[src/rtl/mpc_pkg.sv]
// rtl/mpc_pkg.sv - shared widths, dispatch targets and select-field positions for the microprogram sequencer
package mpc_pkg;

    localparam int MPC_W = 8;
    localparam int SIG_W = 16;

    localparam int MPC_TGT0 = 0;
    localparam int MPC_TGT1 = 9;
    localparam int MPC_TGT2 = 17;
    localparam int MPC_TGT3 = 19;
    localparam int MPC_TGT4 = 41;
    localparam int MPC_TGT5 = 49;

    // signals[SIG_SEL_HI] selects MPC_TGT0, descending to signals[SIG_SEL_LO] for MPC_TGT5
    localparam int SIG_SEL_HI = 15;
    localparam int SIG_SEL_LO = 10;
    localparam int SIG_SEL_N  = SIG_SEL_HI - SIG_SEL_LO + 1;

    typedef logic [MPC_W-1:0] mpc_t;

endpackage

[src/rtl/micro_sequencer_branch_target_encoder.sv]
// rtl/micro_sequencer_branch_target_encoder.sv - maps the one-hot signals select field to a microprogram target
module branch_target_encoder
    import mpc_pkg::*;
#(
    parameter int TGT_W = mpc_pkg::MPC_W
) (
    input  logic [SIG_SEL_N-1:0] sel_i,
    output logic [TGT_W-1:0]     target_o,
    output logic                 valid_o,
    output logic                 multi_o
);

    // Highest-order select bit wins when several are set
    always_comb begin
        target_o = '0;
        valid_o  = 1'b1;
        if (sel_i[5]) begin
            target_o = TGT_W'(MPC_TGT0);
        end else if (sel_i[4]) begin
            target_o = TGT_W'(MPC_TGT1);
        end else if (sel_i[3]) begin
            target_o = TGT_W'(MPC_TGT2);
        end else if (sel_i[2]) begin
            target_o = TGT_W'(MPC_TGT3);
        end else if (sel_i[1]) begin
            target_o = TGT_W'(MPC_TGT4);
        end else if (sel_i[0]) begin
            target_o = TGT_W'(MPC_TGT5);
        end else begin
            valid_o = 1'b0;
        end
    end

    assign multi_o = |(sel_i & (sel_i - SIG_SEL_N'(1)));

endmodule

[src/rtl/micro_sequencer.sv]
// rtl/micro_sequencer.sv - microprogram counter with priority next-address select and registered one-hot decode
module micro_sequencer
    import mpc_pkg::*;
#(
    parameter int MPC_W = mpc_pkg::MPC_W,
    parameter int SIG_W = mpc_pkg::SIG_W
) (
    input  logic                  clk,
    input  logic                  rst,
    input  logic                  hold,
    input  logic                  bropr,
    input  logic                  bradr,
    input  logic                  bruncnd,
    input  logic                  brcnd,
    input  logic [SIG_W-1:0]      signals,
    input  logic [MPC_W-1:0]      mopr_addr,
    input  logic [MPC_W-1:0]      madr_addr,
    output logic [MPC_W-1:0]      mpc,
    output logic [(2**MPC_W)-1:0] T,
    output logic                  seq_err
);

    localparam int T_W = 2 ** MPC_W;

    logic [MPC_W-1:0] mpc_q, mpc_d;
    logic [T_W-1:0]   T_q, T_d;
    logic             seq_err_q, seq_err_d;

    logic [MPC_W-1:0] enc_target;
    logic             enc_valid;
    logic             enc_multi;
    logic             sig_br;
    logic             multi_src;
    logic             unused_sig;

    assign unused_sig = ^signals[SIG_SEL_LO-1:0];

    branch_target_encoder #(
        .TGT_W (MPC_W)
    ) u_encoder (
        .sel_i    (signals[SIG_SEL_HI:SIG_SEL_LO]),
        .target_o (enc_target),
        .valid_o  (enc_valid),
        .multi_o  (enc_multi)
    );

    assign sig_br    = bruncnd | brcnd;
    assign multi_src = (bropr & bradr) | (bropr & sig_br) | (bradr & sig_br);

    always_comb begin
        mpc_d     = mpc_q + MPC_W'(1);
        seq_err_d = seq_err_q;
        if (!hold) begin
            if (multi_src) begin
                seq_err_d = 1'b1;
            end
            if (bropr) begin
                mpc_d = mopr_addr;
            end else if (bradr) begin
                mpc_d = madr_addr;
            end else if (sig_br) begin
                // An empty select falls through to mpc+1 but is still flagged
                if (enc_valid) begin
                    mpc_d = enc_target;
                end
                if (!enc_valid || enc_multi) begin
                    seq_err_d = 1'b1;
                end
            end
        end else begin
            mpc_d = mpc_q;
        end
    end

    assign T_d = {{(T_W-1){1'b0}}, 1'b1} << mpc_d;

    always_ff @(posedge clk or posedge rst) begin
        if (rst) begin
            mpc_q     <= '0;
            T_q       <= {{(T_W-1){1'b0}}, 1'b1};
            seq_err_q <= 1'b0;
        end else if (!hold) begin
            mpc_q     <= mpc_d;
            T_q       <= T_d;
            seq_err_q <= seq_err_d;
        end
    end

    assign mpc     = mpc_q;
    assign T       = T_q;
    assign seq_err = seq_err_q;

endmodule

[config.mk]
export PLATFORM = sky130hd
export DESIGN_NAME = micro_sequencer
export DESIGN_NICKNAME = d
export VERILOG_FILES = /design/src/rtl/mpc_pkg.sv /design/src/rtl/micro_sequencer_branch_target_encoder.sv /design/src/rtl/micro_sequencer.sv
export SDC_FILE = /design/constraint.sdc
export NUM_CORES = 1
export LEC_CHECK = 0
export CAP_MARGIN = 20
export CORE_ASPECT_RATIO = 1.2
export CORE_MARGIN = 5
export CORE_UTILIZATION = 44
export CTS_CLUSTER_DIAMETER = 30
export DETAILED_ROUTE_END_ITERATION = 6
export PLACE_DENSITY = 0.77
export SYNTH_ARGS = -nofsm -noshare
export SYNTH_HDL_FRONTEND = slang
export SYNTH_SLANG_ARGS = --single-unit
[constraint.sdc]
create_clock -name clk -period 9.05 [get_ports clk]
set_input_delay 1.81 -clock clk [delete_from_list [all_inputs] [get_ports clk]]
set_output_delay 1.81 -clock clk [all_outputs]
set_load 0.01 [all_outputs]
* Word level (Yosys, flattened, before mapping)
Cells that the tools add are included.
Word-level totals: memory bits (read-only) 0, bits of input ports 39, output and inout port bits 265, bits in registers 265, memory bits (writable) 0, memories kept 0, bits in latches 0, word-level logic and storage cells 38
Cells by class: equal/unequal tests 0, shift-type cells 1, magnitude comparators 0, bitwise logic cells 7, div/mod/pow operators 0, reduce and logical (&&, ||, !) cells 3, $mul 0, add/sub/neg operators 2, muxes and demuxes 22
Operators with widths (count):
- 1-bit by 8-bit << shifter with 256-bit output, first input constant | 1
- 8-bit two-way mux | 10
- 1-bit two-way mux | 11
- 8-bit by 1-bit adder with 8-bit output, second input constant | 1
- 6-bit bitwise AND | 1
- 6-bit two-way mux | 1
- 6-bit OR reduction | 1
- 6-bit by 1-bit subtractor with 6-bit output, second input constant | 1
- 1-bit bitwise AND | 3
- 1-bit bitwise OR | 3
- 1-bit zero test | 1
- 1-bit logical OR | 1

* Depth between registers and ports, before layout
depth in word-level cells 12, mapped depth 11, mapped depth without buffers 8

* Cells and area by module
Synthesis repeated with hierarchy kept, for this count alone.
Second synthesis, totals: cell total of the unflattened synthesis 998, area total of the unflattened synthesis 10580.1 µm²
Modules (own cells, without submodules):
- micro_sequencer | area each 10441.3 µm², instances 1, cells an instance 975
- branch_target_encoder | area each 138.9 µm², instances 1, cells an instance 23

* Least setup slack after synthesis
No wires, ideal clock.
kind input to register, start point in bradr, end point reg T_q[84] (netlist: T[84]), path slack 5233 ps, buffers on the path 2, library setup time 96 ps, arrival time 3721 ps, cell stages on the path 8, path through buf_2 > or4_1 > a211o_1 > o211a_1 > buf_2 > nor4_2 > nand2_1 > o31ai_1
Between the ends: cells in the longest elaborated chain, start to end 4
RTL lines:
- start: declaration | line micro_sequencer.sv:12 | input logic bradr,
- 8-bit two-way mux | line micro_sequencer.sv:59 | end else if (bradr) begin
- 8-bit two-way mux | line micro_sequencer.sv:57 | if (bropr) begin
- 8-bit two-way mux | line micro_sequencer.sv:53 | if (!hold) begin
- 1-bit by 8-bit << shifter with 256-bit output | line micro_sequencer.sv:75 | assign T_d = {{(T_W-1){1'b0}}, 1'b1} << mpc_d;
- end signal: assignment | line micro_sequencer.sv:80 | T_q <= {{(T_W-1){1'b0}}, 1'b1};
- end signal: assignment | line micro_sequencer.sv:84 | T_q <= T_d;
- end: declaration | line micro_sequencer.sv:26 | logic [T_W-1:0] T_q, T_d;
Every way passes these cells. A chain may end at the register's enable or synchronous reset.

* Worst setup path in the final report
start point in bropr, end point reg T_q[68] (netlist: T[68])
Between the ends: cells in the longest elaborated chain, start to end 3
RTL lines:
- start: declaration | line micro_sequencer.sv:11 | input logic bropr,
- 8-bit two-way mux | line micro_sequencer.sv:57
- 8-bit two-way mux | line micro_sequencer.sv:53
- 1-bit by 8-bit << shifter with 256-bit output | line micro_sequencer.sv:75
Every way passes these cells.

==> results.py <==
metrics = {
    "floorplan": {
        "placementRows": 63,
        "die_h_microns": 183,
        "fp.dieArea_sq_um": 28200,
        "die_width_microns": 154,
        "initial_core_util": 0.445,
        "core_region_area_sq_um": 24700,
        "ios": 304,
    },
    "sta": {
        "slew_violations": 0,
        "rsz0062_at_grt": "no",
        "setup_viol": 0,
        "setup-tns-final_ns": 0,
        "fin_skew_ns": 0.0261,
        "worstMarginPinSlew_ns": 1.14,
        "setup_ws_ns": 3.66,
        "post-route-min-period_ns": 5.39,
        "hold_violations": 0,
        "hold_slack_ns": 0.465,
        "max-slew-margin-rel": 0.237,
        "timing.final.crit_share": 0.595,
        "max_freq_ghz": 0.186,
    },
    "clock_tree": {
        "htreeDepth": 2,
        "numCtsBuffers": 41,
        "cts.sinks": 265,
        "cts_setup_buffers": 0,
        "cts_resized": 0,
        "clock_latency_ns": 0.53,
        "root_buffer": "clkbuf_16",
        "clock_path_buffers": 3,
        "cts_tree": "built",
        "clk_pin_slew_ns": 0.06,
        "hold_buffers": 0,
    },
    "global_routing": {
        "grt_first_pass_wirelength_mm": 58.2,
        "antenna_found_initial": 1,
        "grt_pass1_vias": 9728,
        "grt_max_degree": 163,
        "grt_usage": 0.263,
        "overflow": 0,
    },
    "yosys": {
        "syn_avg_cell_area_sq_um": 10.9,
        "synthTopCellsByCount": "dfrtp_1 (264), nand2_1 (176), o21ai_0 (115)",
        "synth_most_common_cell": "dfrtp_1",
        "synthArstFlopShare": 1.00,
        "ys_ff_latch": 265,
        "synth_cell_type_count": 70,
        "syn_inst": 1003,
        "yosysTopAreaCell": "dfrtp_1",
        "seq_area_frac_synth": 0.604,
        "yosysWarnings": 0,
        "synthTopCellsByArea": "dfrtp_1 (60%), a22o_1 (6.1%), nand2_1 (6.0%)",
        "synth_edf_count": 0,
        "synth_fp_nets": 1043,
        "synth_top_area_share": 0.602,
        "syn_area_sq_um": 11000,
        "synthFlopType": "dfrtp_1",
    },
    "setup_path": {
        "crit_buf_inv": 2,
        "cp-end-kind": "flip-flop",
        "crit_start": "bropr",
        "cp-start-kind": "input pin",
        "cp.required_ns": 9.47,
        "path_max_fanout": 24,
        "worstPathCellList": "clkdlybuf4s50_1 > or3_1 > a221o_1 > o21ai_4 > inv_2 > a211oi_2 > nand2_1 > o31ai_1",
        "critical_path.max_stage_delay_ns": 0.97,
        "crit_path_top_delay_cell": "a211oi_2",
        "crit_family": "compound AO/OA/AOI/OAI gates",
        "reg2reg_slack_ns": 5.45,
        "path_class": "input pin to flip-flop",
        "arrival_ns": 5.81,
        "timing.rr.start": "mpc[0]",
    },
    "route": {
        "highest_layer": "met4",
        "drc": 0,
        "antenna_left": 0,
        "first_pass_iters": 7,
        "drtIter0Drc": 797,
        "wl_per_cell_microns": 23.0,
        "wl_met1_mm": 15.3,
        "dr_wl_met3_mm": 2.23,
        "drt-total-wl_mm": 38.0,
        "vias": 9617,
        "viasPerCell": 5.83,
        "dr_wl_met2_mm": 18.2,
    },
    "placed_design": {
        "place_congestion": 0.906,
        "pre_cts_ws_ns": 3.23,
        "hpwl_mm": 26.2,
        "dpl_cell_area_sq_um": 14200,
        "portBuffers": 293,
    },
    "min_path": {
        "hp-class": "flip-flop to flip-flop",
        "min_from": "seq_err",
    },
    "layout": {
        "design_area_sq_um": 15700,
        "fillers": 1981,
        "drive_above_1_share": 0.0899,
        "final_nets": 1331,
        "area_growth_pct": 43.0,
    },
    "pwr": {
        "power.density_nw_per_um2": 206,
        "p_leak_uw": 0.00658,
        "peakVddDrop_mv": 0.116,
    },
    "run_status": {
        "status": "completed",
    },
    "run": {
        "maxCapViolations": 0,
    },
}
## worst register-to-register path: stages, from the launching register on
cell and delay (ns):
dfrtp_1 0.46, ha_1 0.35, a221o_1 0.35, o21ai_4 0.51, inv_2 0.35, a211oi_2 0.97
nand2_1 0.25, o31ai_1 0.27
## final cells by class
type | count | area [sq um] | share of cell area
timing repair buffer | 306 | 3050 | 0.195
clock buffer | 48 | 1090 | 0.0697
sequential | 265 | 6630 | 0.422
antenna | 1 | 2.50 | 0.000159
clock inverter | 27 | 403 | 0.0257
multi-input combinational | 665 | 4060 | 0.258
inverter | 12 | 48.8 | 0.00311
tap | 325 | 407 | 0.0259
## state kept, by name, summed over array words and instances, names as in the netlist
register	cells
T	256
mpc	8
seq_err	1
## metal layers
| layer | track usage | vias up |
|---|---|---|
| li1 | - | 4293 |
| met1 | 0.344 | 4789 |
| met2 | 0.424 | 425 |
| met3 | 0.0387 | 110 |
| met4 | 0.144 | 0 |
| met5 | 0 | - |
## logic make-up (layout without fill, tap and decap cells)
kind of cell               Yosys count  in the layout  share of synthesized area
AOI/OAI and AO/OA                  340            340                      0.230
xor gates and xnor gates             3              3                    0.00239
adders and majority gates            1              1                    0.00114
buffers and inverters               73            393                     0.0276
DFF                                265            265                      0.604
muxes                                1              1                    0.00103
other                                0              1                          0
and+or+nand+nor                    320            320                      0.134
## power breakdown
part | switching (uW) | internal, uW
Sequential | 17.1 | 1200
Combinational | 241 | 92.1
Clock | 599 | 1090
## through the flow
stage	std cells	util	total power, uW
after floorplan	1003	-	1430
final	1649	0.636	3240
after global routing	1649	0.636	3340
after detailed placement	1572	0.575	1570
after global placement	1571	0.575	1560
after CTS	1647	0.636	3250
## final timing paths
kind / to / cells past startpoint
setup / recovery: T[68] / 8
hold / removal: seq_err / 1
setup reg to reg: T[68] / 7
hold reg to reg: seq_err / 1
max in group asynchronous: T[67] / 4
min in group asynchronous: T[210] / 3
## cells in the final DEF, fill, tap and decap left out, types with 3 or more instances in the layout
cell               n
a211oi_2           8
a21o_1             4
a21oi_1           14
a22o_1            76
a32o_1            40
buf_4             11
bufinv_16          7
clkbuf_1           4
clkbuf_16         42
clkbuf_8           3
clkdlybuf4s50_1  292
clkinv_4           5
clkinvlp_4         5
dfrtp_1          264
inv_1              9
inv_6              6
inv_8              3
nand2_1          176
nand2b_1           8
nand3_1           26
nand4_1           11
nor2_1            46
nor2b_1            9
nor3_1            13
nor3b_1            4
nor4_1             6
o211a_1            3
o211ai_1          13
o21a_1             5
o21ai_0          115
o21ai_1            3
o31ai_1           31
o41ai_1            3
Power figures use the tool's default switching activity.
